[src/rtl/tdc_timestamp_encoder_pkg.sv]
// Shared widths, FSM state encoding and popcount helper
// for the TDC timestamp encoder.
package tdc_pkg;

    localparam int TAPS       = 4;
    localparam int COARSE_W   = 12;
    localparam int FINE_W     = 3;
    localparam int FIFO_DEPTH = 4;
    localparam int TS_W       = COARSE_W + FINE_W;

    typedef enum logic [1:0] {
        ST_IDLE    = 2'd0,
        ST_CAPTURE = 2'd1,
        ST_BUSY    = 2'd2
    } tdc_state_e;

    // Counting every set bit makes the fine code tolerant of bubbles.
    function automatic logic [FINE_W-1:0] f_popcount(input logic [7:0] i_v);
        logic [FINE_W:0] v_sum;
        v_sum = '0;
        for (int i = 0; i < 8; i++) begin
            v_sum = v_sum + {{FINE_W{1'b0}}, i_v[i]};
        end
        return v_sum[FINE_W-1:0];
    endfunction

endpackage

[src/rtl/tdc_timestamp_encoder_if.sv]
// Timestamp stream handshake between the encoder and its consumer.
// The encoder drives data/valid, and the consumer drives ready.
interface tdc_ts_if #(
    parameter int W = tdc_pkg::TS_W
) ();

    logic [W-1:0] TS_DATA;
    logic         TS_VALID;
    logic         TS_READY;

    modport master (
        output TS_DATA,
        output TS_VALID,
        input  TS_READY
    );

    modport slave (
        input  TS_DATA,
        input  TS_VALID,
        output TS_READY
    );

endinterface

[src/rtl/tdc_timestamp_encoder_fifo.sv]
// First-word-fall-through timestamp buffer with a sticky overflow flag.
// When the buffer is full, a push is accepted only if a pop happens in the same cycle.
module tdc_ts_fifo
    import tdc_pkg::*;
#(
    parameter int WIDTH = TS_W,
    parameter int DEPTH = FIFO_DEPTH
) (
    input  logic             i_clk,
    input  logic             i_rst_n,
    input  logic             i_push,
    input  logic [WIDTH-1:0] i_data,
    input  logic             i_ready,
    output logic [WIDTH-1:0] o_data,
    output logic             o_valid,
    output logic             o_overflow
);

    localparam int          AW     = $clog2(DEPTH);
    localparam logic [AW:0] L_FULL = (AW+1)'(DEPTH);

    logic [WIDTH-1:0] r_mem [DEPTH];
    logic [AW-1:0]    r_wptr;
    logic [AW-1:0]    r_rptr;
    logic [AW:0]      r_count;
    logic             r_ovf;

    logic w_full;
    logic w_pop;
    logic w_wr;

    assign w_full     = (r_count == L_FULL);
    assign o_valid    = (r_count != '0);
    assign w_pop      = o_valid & i_ready;
    assign w_wr       = i_push & (~w_full | w_pop);
    assign o_data     = o_valid ? r_mem[r_rptr] : '0;
    assign o_overflow = r_ovf;

    always_ff @(posedge i_clk) begin
        if (i_rst_n && w_wr) begin
            r_mem[r_wptr] <= i_data;
        end
    end

    always_ff @(posedge i_clk) begin
        if (!i_rst_n) begin
            r_wptr  <= '0;
            r_rptr  <= '0;
            r_count <= '0;
            r_ovf   <= 1'b0;
        end else begin
            if (w_wr) begin
                r_wptr <= r_wptr + AW'(1);
            end
            if (w_pop) begin
                r_rptr <= r_rptr + AW'(1);
            end
            unique case ({w_wr, w_pop})
                2'b10:   r_count <= r_count + (AW+1)'(1);
                2'b01:   r_count <= r_count - (AW+1)'(1);
                default: r_count <= r_count;
            endcase
            if (i_push && w_full && !w_pop) begin
                r_ovf <= 1'b1;
            end
        end
    end

endmodule

[src/rtl/tdc_timestamp_encoder.sv]
// Thermometer-code TDC front end: synchronizes the tap inputs, captures coarse/fine
// timestamps, enforces dead time, and buffers the timestamps for a ready/valid consumer.
module tdc_timestamp_encoder #(
    parameter int TAPS       = tdc_pkg::TAPS,
    parameter int COARSE_W   = tdc_pkg::COARSE_W,
    parameter int FIFO_DEPTH = tdc_pkg::FIFO_DEPTH
) (
    input  logic            CLK,
    input  logic            RST_N,
    input  logic [TAPS-1:0] Z,
    tdc_ts_if.master        ts,
    output logic            OVERFLOW
);

    import tdc_pkg::FINE_W;
    import tdc_pkg::tdc_state_e;
    import tdc_pkg::ST_IDLE;
    import tdc_pkg::ST_CAPTURE;
    import tdc_pkg::ST_BUSY;
    import tdc_pkg::f_popcount;

    localparam int TS_W = COARSE_W + FINE_W;

    logic [TAPS-1:0]     r_zs1;
    logic [TAPS-1:0]     r_zs2;
    logic [COARSE_W-1:0] r_cnt;
    logic [COARSE_W-1:0] r_coarse;
    logic [FINE_W-1:0]   r_fine;
    tdc_state_e          r_state;

    tdc_state_e      w_state_nxt;
    logic            w_zs2_nz;
    logic            w_push;
    logic [7:0]      w_zs2_ext;
    logic [FINE_W-1:0] w_fine;
    logic [TS_W-1:0] w_ts;
    logic [TS_W-1:0] w_rd_data;
    logic            w_rd_valid;
    logic            w_ovf;

    assign w_zs2_nz  = |r_zs2;
    assign w_zs2_ext = 8'(r_zs2);
    assign w_fine    = f_popcount(w_zs2_ext);
    assign w_ts      = {r_coarse, r_fine};

    // Z is asynchronous to CLK, so only r_zs2 is used downstream.
    always_ff @(posedge CLK) begin
        if (!RST_N) begin
            r_zs1 <= '0;
            r_zs2 <= '0;
        end else begin
            r_zs1 <= Z;
            r_zs2 <= r_zs1;
        end
    end

    always_ff @(posedge CLK) begin
        if (!RST_N) begin
            r_cnt <= '0;
        end else begin
            r_cnt <= r_cnt + COARSE_W'(1);
        end
    end

    always_ff @(posedge CLK) begin
        if (!RST_N) begin
            r_state <= ST_IDLE;
        end else begin
            r_state <= w_state_nxt;
        end
    end

    always_ff @(posedge CLK) begin
        if (!RST_N) begin
            r_coarse <= '0;
            r_fine   <= '0;
        end else if (r_state == ST_IDLE && w_zs2_nz) begin
            r_coarse <= r_cnt;
            r_fine   <= w_fine;
        end
    end

    // A capture is followed by BUSY until the line clears, which gives the dead time.
    always_comb begin
        w_state_nxt = r_state;
        w_push      = 1'b0;
        unique case (r_state)
            ST_IDLE: begin
                if (w_zs2_nz) begin
                    w_state_nxt = ST_CAPTURE;
                end
            end
            ST_CAPTURE: begin
                w_push      = 1'b1;
                w_state_nxt = ST_BUSY;
            end
            ST_BUSY: begin
                if (!w_zs2_nz) begin
                    w_state_nxt = ST_IDLE;
                end
            end
            default: begin
                w_state_nxt = ST_IDLE;
            end
        endcase
    end

    tdc_ts_fifo #(
        .WIDTH (TS_W),
        .DEPTH (FIFO_DEPTH)
    ) u_fifo (
        .i_clk      (CLK),
        .i_rst_n    (RST_N),
        .i_push     (w_push),
        .i_data     (w_ts),
        .i_ready    (ts.TS_READY),
        .o_data     (w_rd_data),
        .o_valid    (w_rd_valid),
        .o_overflow (w_ovf)
    );

    assign ts.TS_DATA  = w_rd_data;
    assign ts.TS_VALID = w_rd_valid;
    assign OVERFLOW    = w_ovf;

endmodule

[src/flat_wrapper.sv]
// flat-port wrapper written by rule: the top's interface ports become plain ports
module tdc_timestamp_encoder_flat import tdc_pkg::FINE_W; import tdc_pkg::tdc_state_e; import tdc_pkg::ST_IDLE; import tdc_pkg::ST_CAPTURE; import tdc_pkg::ST_BUSY; import tdc_pkg::f_popcount;
#(
    parameter int TAPS       = tdc_pkg::TAPS,
    parameter int COARSE_W   = tdc_pkg::COARSE_W,
    parameter int FIFO_DEPTH = tdc_pkg::FIFO_DEPTH
)
  (CLK, RST_N, Z, OVERFLOW, ts_TS_DATA, ts_TS_VALID, ts_TS_READY);
  tdc_ts_if ts_i ();
  input  logic CLK;
  input  logic RST_N;
  input  logic [TAPS-1:0] Z;
  output logic OVERFLOW;
  output wire logic [$bits(ts_i.TS_DATA)-1:0] ts_TS_DATA;
  output wire logic [$bits(ts_i.TS_VALID)-1:0] ts_TS_VALID;
  input wire logic [$bits(ts_i.TS_READY)-1:0] ts_TS_READY;
  assign ts_TS_DATA = ts_i.TS_DATA;
  assign ts_TS_VALID = ts_i.TS_VALID;
  assign ts_i.TS_READY = ts_TS_READY;
  tdc_timestamp_encoder #(.TAPS(TAPS), .COARSE_W(COARSE_W), .FIFO_DEPTH(FIFO_DEPTH)) u_core (.CLK(CLK), .RST_N(RST_N), .Z(Z), .ts(ts_i), .OVERFLOW(OVERFLOW));
endmodule
[config.mk]
export PLATFORM = sky130hd
export DESIGN_NAME = tdc_timestamp_encoder_flat
export DESIGN_NICKNAME = d
export VERILOG_FILES = /design/src/rtl/tdc_timestamp_encoder_pkg.sv /design/src/rtl/tdc_timestamp_encoder_if.sv /design/src/rtl/tdc_timestamp_encoder_fifo.sv /design/src/rtl/tdc_timestamp_encoder.sv /design/src/flat_wrapper.sv
export SDC_FILE = /design/constraint.sdc
export NUM_CORES = 1
export LEC_CHECK = 0
export CAP_MARGIN = 5
export CORE_ASPECT_RATIO = 1.5
export CORE_UTILIZATION = 65
export CTS_CLUSTER_DIAMETER = 60
export DETAILED_ROUTE_END_ITERATION = 8
export DONT_BUFFER_PORTS = 1
export PLACE_DENSITY = 0.81
export SYNTH_ARGS = -nofsm -noshare
export SYNTH_HDL_FRONTEND = slang
export SYNTH_SLANG_ARGS = --single-unit
[constraint.sdc]
create_clock -name CLK -period 2.95 [get_ports CLK]
set_input_delay 0.1475 -clock CLK [delete_from_list [all_inputs] [get_ports CLK]]
set_output_delay 0.1475 -clock CLK [all_outputs]
set_load 0.005 [all_outputs]
==> results of run 1 <==
## state kept, by name, summed over array words and instances, names as in the netlist, named ones only
register                  count
u_core.u_fifo.r_mem          60
u_core.r_cnt                 12
u_core.r_coarse              12
u_core.r_zs1                  4
u_core.r_zs2                  4
u_core.r_fine                 3
u_core.u_fifo.r_count         3
u_core.r_state                2
u_core.u_fifo.r_rptr          2
u_core.u_fifo.r_wptr          2
u_core.u_fifo.o_overflow      1
## cells in the final DEF, fill, tap and decap left out, drive strengths merged, types with 6 or more instances in the layout
cell type,n
edfxtp,60
mux4,15
and2,27
mux2i,17
buf,8
dfxtp,47
xor2,11
clkbuf,10
ha,8
dlygate4sd3,6
nor2,36
inv,12
nand3,7
## per-layer routing
layer / wire length [microns] / GRT usage [%] / part of all wire [%] / vias to the layer above
li1: - / - / - / 1067
met1: 2560 / 24.5 / 40 / 1057
met2: 3540 / 36.7 / 55 / 48
met3: 231 / 4.86 / 3.6 / 5
met4: 78 / 9.94 / 1.2 / 0
met5: 0 / 0 / 0 / -
## power groups by stage
stage          Sequential (mW)  Combinational [mW]  Clock [mW]
5_1_grt                   1.65               0.399       0.885
3_5_place_dp              1.68               0.349           0
2_1_floorplan             1.66               0.332           0
4_1_cts                   1.64               0.358       0.826
3_3_place_gp              1.67               0.343           0
6_report                  1.64               0.351       0.808
## Yosys cell counts, types with 2 or more instances
cell type  count
and2_1        27
buf_2          6
dfxtp_1       47
buf_6          6
mux2i_1       17
edfxtp_1      60
ha_1           8
xnor2_1        3
clkbuf_1       4
nor2_1        36
and4_1         2
inv_1          7
fa_1           2
and3_1         5
a21oi_1        4
nand2b_1       2
nand3_1        6
or3_1          3
xor2_1        11
nand2_1        4
nand4_1        3
mux4_2        15
## path summary, 6_finish.rpt
path | startpoint | end | slack (ns)
max reg2reg | u_core.u_fifo.r_count[2]$_SDFFE_PN0P_ | u_core.u_fifo.r_count[2]$_SDFFE_PN0P_ | 0.76
min | ts_TS_READY | u_core.u_fifo.r_count[1]$_SDFFE_PN0P_ | 0.04
max | u_core.u_fifo.r_count[2]$_SDFFE_PN0P_ | u_core.u_fifo.r_count[2]$_SDFFE_PN0P_ | 0.76
min reg2reg | u_core.r_zs1[1]$_SDFF_PN0_ | u_core.r_zs2[1]$_SDFF_PN0_ | 0.44
## worst max-delay path: cells and delay by family, from the launching register on
| family | cells | cell delay (ns) |
|---|---|---|
| adder cells (fa/ha/maj) | 1 | 0.48 |
| AO/OA/AOI/OAI | 1 | 0.18 |
| flip-flops | 1 | 0.49 |
| AND/OR/NAND/NOR | 5 | 0.92 |
## cell families after synthesis
group,share of synthesized area (%)
AO/OA/AOI/OAI,2.06
multiplexers,12.0
XOR/XNOR,2.89
AND/OR/NAND/NOR,11.9
buffers and inverters,3.36
adder cells (fa/ha/maj),3.30
flip-flops,64.6
## layout make-up
type	instances	area share, %
Inverter	8	0.663
Timing Repair Buffer	14	2.65
Clock inverter	6	1.16
Multi-Input combinational cell	163	30.1
Sequential cell	107	60.6
Clock buffer	10	2.82
Tap cell	74	2.04
## timing repair
item / CTS / global route
setup buffers: 0 / 0
hold buffers: 6 / 0
endpoints found under the hold margin: 12 / 0
## through the flow
| stage | util, % | std cells |
|---|---|---|
| 6_report | 72.8 | 382 |
| 5_1_grt | 72.8 | 382 |
| 4_1_cts | 72.8 | 382 |
| 3_5_place_dp | 69.0 | 360 |
| 3_3_place_gp | 69.0 | 360 |
| 2_1_floorplan | - | 294 |
==> results.sh, run 1 <==
export IMPL_n_fill_cell=402
export IMPL_unrepaired_setup_endpoints_after_global_routing="no"
export IMPL_globalplace_congestion=0.751
export IMPL_cts_tree="yes"
export IMPL_power_per_cell_area_mw_per_mm2=619
export IMPL_synth_cell_area_sq_mm=0.00425
export IMPL_period_share_pct=74.2
export IMPL_final_cell_area_sq_mm=0.00453
export IMPL_design_die_area_sq_mm=0.00687
export IMPL_cts_htree_levels=3
export IMPL_io_pins=24
export IMPL_report_final_slew_viol_count=0
export IMPL_maxClockFrequency_mhz=457
export IMPL_worstPathArrival_ns=2.43
export IMPL_grt_total_usage_pct=21.4
export IMPL_async_reset_ff_share_pct=0
export IMPL_finalCriticalPeriod_ns=2.19
export IMPL_final_hold_violation_count=0
export IMPL_place_hpwl_microns=4270
export IMPL_min_delay_path_class="input pin to flop"
export IMPL_avgSynthCellArea_sq_um=14.4
export IMPL_postSynthNetCount=311
export IMPL_setup_worst_path_class="flop to flop"
export IMPL_largest_net_degree_at_the_start_of_global_routing=27
export IMPL_drive_gt1_share_pct=14.0
export IMPL_finalWorstSetupSlack_ns=0.762
export IMPL_worstPathRequired_ns=3.19
export IMPL_design_final_nets=320
export IMPL_finalSetupViolCount=0
export IMPL_detail_route_first_pass_iterations=4
export IMPL_cts_made_buffers=9
export IMPL_clock_sink_count=107
export IMPL_syn_inst=294
export IMPL_worst_slew_pin_transition_ns=0.874
export IMPL_globalRoute_totalOverflow=0
export IMPL_timing_reg2reg_worst_path_depth=7
export IMPL_chipHeight_microns=101
export IMPL_cts_repair_resized=0
export IMPL_master_of_the_slowest_instance_on_the_critical_path="dfxtp_1"
export IMPL_total_leakage_power_nw=1.66
export IMPL_postRouteAntennaNets=0
export IMPL_routed_wirelength_microns=6410
export IMPL_post_synth_main_area_contributors="edfxtp_1, dfxtp_1, mux4_2"
export IMPL_root_buffer="clkbuf_8"
export IMPL_synth_cell_types=38
export IMPL_seqPwrFrac_pct=58.6
export IMPL_ir_drop_uv=569
export IMPL_ctsLongestPathBuffers=2
export IMPL_area_of_the_placeable_core_sq_mm=0.00622
export IMPL_floorplan_die_width_microns=68.0
export IMPL_synth_seq_area_share_pct=64.6
export IMPL_cap_viol_max_count=0
export IMPL_critical_path_peak_fanout=8
export IMPL_synth_edff_count=60
export IMPL_clock_latency_ns=0.36
export IMPL_endpoint_kind="flop"
export IMPL_drt_drc_violations_left=0
export IMPL_start_util_pct=68.3
export IMPL_timing_slew_headroom_pct=41.7
export IMPL_final_setup_tns_ns=0
export IMPL_dr_total_vias=2177
export IMPL_post_dp_cell_area_sq_mm=0.00429
export IMPL_detail_route_iter0_violations=172
export IMPL_grt_antenna_before_repair=0
export IMPL_yosysWarningCount=0
export IMPL_final_hold_worst_slack_ns=0.0447
export IMPL_final_setup_skew_ns=0.0148
export IMPL_switching_power_mw=0.699
export IMPL_power_switching_fraction_pct=24.9
export IMPL_critPathMaxStageDelay_ns=0.49
export IMPL_outcome="complete, no violations"
export IMPL_synthFlopType="edfxtp_1"
export IMPL_share_clk_of_total_power_pct=28.8
export IMPL_yosys_area_top_type_share_pct=42.4
export IMPL_postSynthRegisterBits=107
export IMPL_multiInputGateArea_sq_mm=0.00136
export IMPL_area_growth_pct=6.60
export IMPL_grt_first_pass_wirelength_microns=10500
export IMPL_avgRoutedWirePerCell_microns=16.8
export IMPL_power_combinational_fraction_pct=12.5
export IMPL_post_synth_top_area_cell="edfxtp_1"
export IMPL_p_int_mw=2.10
export IMPL_cp_cell_sequence="or3_1 -> nand3_2 -> fa_1 -> nor4b_1 -> nand2b_1 -> o221a_2 -> nor2_1"
export IMPL_antenna_cells=0
export IMPL_via_per_inst=5.70
export IMPL_first_global_vias=2218
export IMPL_port_buffers=0
export IMPL_overall_power_of_the_completed_layout_mw=2.80
export IMPL_timing_hold_worst_path_depth=3
export IMPL_clkTransAtPathRegs_ns=0.09
export IMPL_setup_worst_path_start_class="flop"
export IMPL_final_seq_area_sq_mm=0.00274
export IMPL_dp_slack_ns=0.776
export IMPL_row_count=35
(Power assumes the default switching activity.)
==> run 2: changes to the inputs <==
Settings changed: ABC_AREA set to 1, CORE_UTILIZATION 65 to 56, PLACE_DENSITY 0.81 to 0.74.
Clock period 2.95 ns to 1.9 ns, I/O delays scaled along.
==> run 2 against run 1 <==
First-iteration DRC count grew 48%; total power grew 72%; clock power grew 45%; non-clock buffer count grew 2; die area grew 15%; utilization shrank 9.7 points; final area grew 1.4%; maximum frequency grew 27%; critical path depth grew 3; flip-flop and latch count is the same; synthesized area shrank 0.32%; largest power group unchanged; highest routed layer unchanged.
==> results.sh, run 2 <==
export IMPL_ir_drop_uv=584
export IMPL_avgSynthCellArea_sq_um=10.2
export IMPL_final_setup_skew_ns=0.0113
export IMPL_design_final_nets=443
export IMPL_report_final_slew_viol_count=0
export IMPL_timing_reg2reg_worst_path_depth=10
export IMPL_place_hpwl_microns=4750
export IMPL_via_per_inst=5.18
export IMPL_io_pins=24
export IMPL_cts_htree_levels=3
export IMPL_worstPathRequired_ns=2.16
export IMPL_master_of_the_slowest_instance_on_the_critical_path="fa_1"
export IMPL_worstPathArrival_ns=1.98
export IMPL_synth_seq_area_share_pct=64.8
export IMPL_min_delay_path_class="input pin to flop"
export IMPL_synth_most_common_cell="nor2_1"
export IMPL_power_combinational_fraction_pct=20.2
export IMPL_p_int_mw=3.37
export IMPL_root_buffer="clkbuf_8"
export IMPL_row_count=38
export IMPL_post_synth_main_area_contributors="edfxtp_1, dfxtp_1, nor2_1"
export IMPL_cp_cell_sequence="inv_2 -> nand2_4 -> nand2_4 -> inv_2 -> nand2_4 -> fa_1 -> inv_1 -> nand4_1 -> a21oi_1 -> nor2_1"
export IMPL_ctsLongestPathBuffers=2
export IMPL_cts_tree="yes"
export IMPL_grt_antenna_before_repair=0
export IMPL_cts_made_buffers=9
export IMPL_n_fill_cell=624
export IMPL_final_hold_worst_slack_ns=0.0270
export IMPL_start_util_pct=58.2
export IMPL_timing_hold_worst_path_depth=3
export IMPL_cts_repair_resized=0
export IMPL_area_of_the_placeable_core_sq_mm=0.00727
export IMPL_grt_first_pass_wirelength_microns=12200
export IMPL_share_clk_of_total_power_pct=24.2
export IMPL_power_switching_fraction_pct=30.1
export IMPL_critPathMostFrequentCell="nand2_4"
export IMPL_final_hold_violation_count=0
export IMPL_synthFlopType="edfxtp_1"
export IMPL_switching_power_mw=1.45
export IMPL_area_growth_pct=8.39
export IMPL_worst_slew_pin_transition_ns=0.603
export IMPL_post_synth_top_area_cell="edfxtp_1"
export IMPL_setup_worst_path_start_class="flop"
export IMPL_seqPwrFrac_pct=55.6
export IMPL_endpoint_kind="flop"
export IMPL_chipHeight_microns=108
export IMPL_critPathMaxStageDelay_ns=0.46
export IMPL_floorplan_die_width_microns=73.0
export IMPL_clkTransAtPathRegs_ns=0.09
export IMPL_grt_total_usage_pct=20.9
export IMPL_antenna_cells=0
export IMPL_period_share_pct=90.7
export IMPL_most_frequent_cells_in_the_layout="nor2_1, edfxtp_1, dfxtp_1, o21ai_0, a21oi_1"
export IMPL_cap_viol_max_count=0
export IMPL_avgRoutedWirePerCell_microns=13.9
export IMPL_postRouteAntennaNets=0
export IMPL_total_leakage_power_nw=1.80
export IMPL_port_buffers=0
export IMPL_synth_cell_types=25
export IMPL_yosysWarningCount=0
export IMPL_globalRoute_totalOverflow=0
export IMPL_unrepaired_setup_endpoints_after_global_routing="no"
export IMPL_most_frequent_standard_cell_in_the_layout_excluding_fill_and_tap_cells="nor2_1"
export IMPL_power_per_cell_area_mw_per_mm2=1050
export IMPL_drt_drc_violations_left=0
export IMPL_synth_cell_area_sq_mm=0.00423
export IMPL_postSynthRegisterBits=107
export IMPL_async_reset_ff_share_pct=0
export IMPL_netlist_top_cells_count="nor2_1, edfxtp_1, dfxtp_1"
export IMPL_globalplace_congestion=0.808
export IMPL_timing_slew_headroom_pct=59.8
export IMPL_design_die_area_sq_mm=0.00792
export IMPL_final_setup_tns_ns=0
export IMPL_finish_utilization_pct=63.1
export IMPL_syn_inst=416
export IMPL_detail_route_iter0_violations=255
export IMPL_clock_latency_ns=0.35
export IMPL_post_cts_setup_buffer_count=0
export IMPL_detail_route_first_pass_iterations=4
export IMPL_largestRegisters="u_core.u_fifo.r_mem: 60 flops, u_core.r_cnt: 12 flops, u_core.r_coarse: 12 flops"
export IMPL_postSynthNetCount=433
export IMPL_outcome="complete, no violations"
export IMPL_maxClockFrequency_mhz=580
export IMPL_yosys_area_top_type_share_pct=42.6
export IMPL_synth_edff_count=60
export IMPL_setup_worst_path_class="flop to flop"
export IMPL_finalSetupViolCount=0
export IMPL_clock_sink_count=107
export IMPL_regMostFlops="u_core.u_fifo.r_mem"
export IMPL_largest_net_degree_at_the_start_of_global_routing=37
export IMPL_finalCriticalPeriod_ns=1.72
export IMPL_critical_path_peak_fanout=5
export IMPL_first_global_vias=2626
export IMPL_flip_flop_count_of_the_largest_register_all_copies_and_words_added=60
export IMPL_routed_wirelength_microns=7410
export IMPL_dr_total_vias=2750
export IMPL_cts_hold_buf=8
export IMPL_drive_gt1_share_pct=9.51
[run 2: cells by family after synthesis]
logic type / Yosys count / share of synthesized area [%]
XOR/XNOR: 2 / 0.414
AO/OA/AOI/OAI: 89 / 10.6
AND/OR/NAND/NOR: 152 / 15.6
buffers and inverters: 56 / 5.32
flip-flops: 107 / 64.8
adder cells (fa/ha/maj): 10 / 3.31
[run 2: routing by layer]
layer	vias up	global-route usage (%)	wire, microns
li1	1400	-	-
met4	0	8.68	123
met2	49	37.2	4010
met1	1288	24.0	3020
met3	13	4.29	246
met5	-	0	0
[run 2: power groups by stage]
| stage | clock network (mW) | logic, mW | registers [mW] |
|---|---|---|---|
| after global routing | 1.30 | 1.11 | 2.70 |
| after floorplan | 0 | 0.766 | 2.71 |
| after detailed placement | 0 | 0.968 | 2.74 |
| final | 1.17 | 0.974 | 2.68 |
| after global placement | 0 | 0.924 | 2.73 |
| after CTS | 1.19 | 0.998 | 2.68 |
[run 2: final timing paths]
path | start | end | slack (ns)
setup / recovery | u_core.u_fifo.r_count[2]$_SDFFE_PN0P_ | u_core.u_fifo.r_count[2]$_SDFFE_PN0P_ | 0.18
hold / removal | RST_N | u_core.r_zs2[2]$_SDFF_PN0_ | 0.03
setup reg to reg | u_core.u_fifo.r_count[2]$_SDFFE_PN0P_ | u_core.u_fifo.r_count[2]$_SDFFE_PN0P_ | 0.18
hold reg to reg | u_core.r_zs1[0]$_SDFF_PN0_ | u_core.r_zs2[0]$_SDFF_PN0_ | 0.42
[run 2: critical path: cells and delay by family, from the launching register on]
kind,cells,cell delay [ns]
adder cells (fa/ha/maj),1,0.46
AND/OR/NAND/NOR,5,0.39
flip-flops,1,0.37
buffers and inverters,3,0.25
AO/OA/AOI/OAI,1,0.14
[run 2: final cells by class]
class,count,area (sq um),area share (%)
multi-input combinational,253,1270,27.6
inverter,39,146,3.19
sequential,107,2740,59.8
clock buffer,12,140,3.05
tap,100,125,2.73
timing repair buffer,16,150,3.27
clock inverter,4,18.8,0.409
[run 2: metrics by stage]
stage	std cells	worst slack [ns]	power [mW]	instance area [sq um]
final	531	0.177	4.83	4590
after global routing	531	0.0473	5.12	4590
after CTS	531	0.169	4.88	4590
after detailed placement	507	0.181	3.70	4340
after global placement	507	0.237	3.65	4340
after floorplan	416	0.136	3.47	4230
==> run 3: changes to the inputs <==
Settings changed: CORE_MARGIN set to 2, SKIP_LAST_GASP set to 1.
==> run 3 against run 2 <==
Maximum frequency rose by 1.2%; utilization grew 0.22 points; global-route usage decreased by 1.2 points; wire length rose by 0.36%; final cell count grew 0.19%; worst hold slack better by 0.12 ns; non-clock buffer count grew 1; final area grew 0.35%; register-to-register slack improved by 0.02 ns; total power increased by 0.41%; clock skew fell by 0.0026 ns; combinational power decreased by 2%; highest routed layer unchanged.
==> results.sh, run 3 (synthesized netlist as in run 2, its figures left out) <==
export IMPL_critPathMaxStageDelay_ns=0.46
export IMPL_avgRoutedWirePerCell_microns=14.0
export IMPL_total_leakage_power_nw=1.80
export IMPL_share_clk_of_total_power_pct=24.7
export IMPL_detail_route_iter0_violations=201
export IMPL_final_setup_skew_ns=0.00862
export IMPL_antenna_cells=0
export IMPL_hold_path_startpoint="ts_TS_READY"
export IMPL_p_int_mw=3.40
export IMPL_flip_flop_count_of_the_largest_register_all_copies_and_words_added=60
export IMPL_cts_htree_levels=3
export IMPL_regMostFlops="u_core.u_fifo.r_mem"
export IMPL_final_hold_violation_count=0
export IMPL_largest_net_degree_at_the_start_of_global_routing=38
export IMPL_row_count=38
export IMPL_endpoint_kind="flop"
export IMPL_startpoint="u_core.u_fifo.r_count[2]$_SDFFE_PN0P_"
export IMPL_cp_cell_sequence="inv_2 -> nand2_4 -> nand2_4 -> inv_2 -> nand2_4 -> fa_1 -> inv_1 -> nand4_1 -> a21oi_1 -> nor2_1"
export IMPL_largestRegisters="u_core.u_fifo.r_mem: 60 flops, u_core.r_cnt: 12 flops, u_core.r_coarse: 12 flops"
export IMPL_critical_path_top_delay_family="adder cells"
export IMPL_switching_power_mw=1.45
export IMPL_io_pins=24
export IMPL_unrepaired_setup_endpoints_after_global_routing="no"
export IMPL_reg2reg_from="u_core.u_fifo.r_count[2]$_SDFFE_PN0P_"
export IMPL_most_frequent_standard_cell_in_the_layout_excluding_fill_and_tap_cells="nor2_1"
export IMPL_min_delay_path_class="input pin to flop"
export IMPL_post_cts_setup_buffer_count=0
export IMPL_report_final_slew_viol_count=0
export IMPL_design_final_nets=444
export IMPL_drt_drc_violations_left=0
export IMPL_ctsLongestPathBuffers=2
export IMPL_critical_path_peak_fanout=5
export IMPL_clock_latency_ns=0.37
export IMPL_clock_sink_count=107
export IMPL_most_frequent_cells_in_the_layout="nor2_1, edfxtp_1, dfxtp_1, o21ai_0, a21oi_1"
export IMPL_clkTransAtPathRegs_ns=0.09
export IMPL_detail_route_first_pass_iterations=4
export IMPL_outcome="complete, no violations"
export IMPL_area_of_the_placeable_core_sq_mm=0.00727
export IMPL_power_per_cell_area_mw_per_mm2=1050
export IMPL_master_of_the_slowest_instance_on_the_critical_path="fa_1"
export IMPL_cp_num_buf_inv=3
export IMPL_setup_worst_path_class="flop to flop"
export IMPL_design_die_area_sq_mm=0.00829
export IMPL_cts_tree="yes"
export IMPL_finalSetupViolCount=0
export IMPL_postRouteAntennaNets=0
export IMPL_area_growth_pct=8.78
export IMPL_ir_drop_uv=678
export IMPL_globalplace_congestion=0.809
export IMPL_globalRoute_totalOverflow=0
export IMPL_power_switching_fraction_pct=29.9
export IMPL_root_buffer="clkbuf_8"
export IMPL_maxClockFrequency_mhz=587
export IMPL_setup_worst_path_start_class="flop"
export IMPL_timing_slew_headroom_pct=60.9
export IMPL_finalCriticalPeriod_ns=1.70
export IMPL_period_share_pct=89.6
export IMPL_via_per_inst=5.16
export IMPL_place_hpwl_microns=4690
export IMPL_dp_slack_ns=0.193
export IMPL_power_combinational_fraction_pct=19.7
export IMPL_grt_total_usage_pct=19.7
export IMPL_worstPathRequired_ns=2.17
export IMPL_final_cells=532
export IMPL_grt_first_pass_wirelength_microns=12300
export IMPL_routed_wirelength_microns=7430
export IMPL_finalWorstSetupSlack_ns=0.198
export IMPL_drive_gt1_share_pct=9.49
export IMPL_worstPathArrival_ns=1.97
export IMPL_final_setup_tns_ns=0
export IMPL_grt_antenna_before_repair=0
export IMPL_worst_slew_pin_transition_ns=0.586
export IMPL_place_detailed_instances=507
export IMPL_final_hold_worst_slack_ns=0.150
export IMPL_cap_viol_max_count=0
export IMPL_seqPwrFrac_pct=55.6
export IMPL_port_buffers=0
export IMPL_chipHeight_microns=110
export IMPL_start_util_pct=58.2
export IMPL_floorplan_die_width_microns=75.0
export IMPL_first_global_vias=2716
export IMPL_critPathMostFrequentCell="nand2_4"
export IMPL_dr_total_vias=2745
export IMPL_cts_made_buffers=9
-- run 3: changes by cell type in the layout (fill, tap and decap cells not counted), sizes merged --
| cell | delta |
|---|---|
| clkbuf | +1 |
| dlygate4sd3 | +1 |
| inv | -1 |
-- run 3: through the flow --
step | total power [mW] | instance area [sq um] | util, %
floorplan | 3.47 | 4230 | -
global route | 5.16 | 4610 | 63.3
CTS | 4.90 | 4600 | 63.3
global placement | 3.65 | 4340 | 59.7
finish | 4.85 | 4610 | 63.3
detailed placement | 3.69 | 4340 | 59.7
-- run 3: layer usage --
layer	global-route usage [%]	wire (microns)
met3	4.74	271
met1	22.1	3150
met2	34.6	3870
met5	0	0
met4	7.86	146
-- run 3: layout make-up --
class	count	area, sq um
repair buffers	17	160
inverters	39	146
clock inverters	3	15.0
flip-flops and latches	107	2740
fillers	605	2670
multi-input cells	253	1270
clock buffers	13	149
well taps	100	125
-- run 3: final timing paths --
check,cells past startpoint,slack [ns],end
worst max register to register,10,0.20,u_core.u_fifo.r_count[2]$_SDFFE_PN0P_
worst min register to register,2,0.42,u_core.r_zs2[0]$_SDFF_PN0_
worst min-delay path,4,0.15,u_core.u_fifo.o_overflow$_SDFFE_PN0P_
worst max-delay path,10,0.20,u_core.u_fifo.r_count[2]$_SDFFE_PN0P_
-- run 3: worst register-to-register path, stage by stage (launching register included) --
cell     delay [ns]
dfxtp_1        0.37
inv_2          0.07
nand2_4        0.10
nand2_4        0.06
inv_2          0.10
nand2_4        0.07
fa_1           0.46
inv_1          0.08
nand4_1        0.11
a21oi_1        0.14
nor2_1         0.05
-- run 3: what timing repair did --
item / 4_1_cts / 5_1_grt
hold buffers: 9 / 0
gates resized for setup: 0 / 1
endpoints found under the hold margin: 42 / 0
setup endpoints to repair: 0 / 2
-- run 3: power groups by stage --
stage / registers [mW] / clock network (mW) / logic (mW)
final: 2.69 / 1.20 / 0.956
after global routing: 2.71 / 1.33 / 1.11
after CTS: 2.69 / 1.23 / 0.977
after detailed placement: 2.74 / 0 / 0.946
after global placement: 2.74 / 0 / 0.913
after floorplan: 2.71 / 0 / 0.766
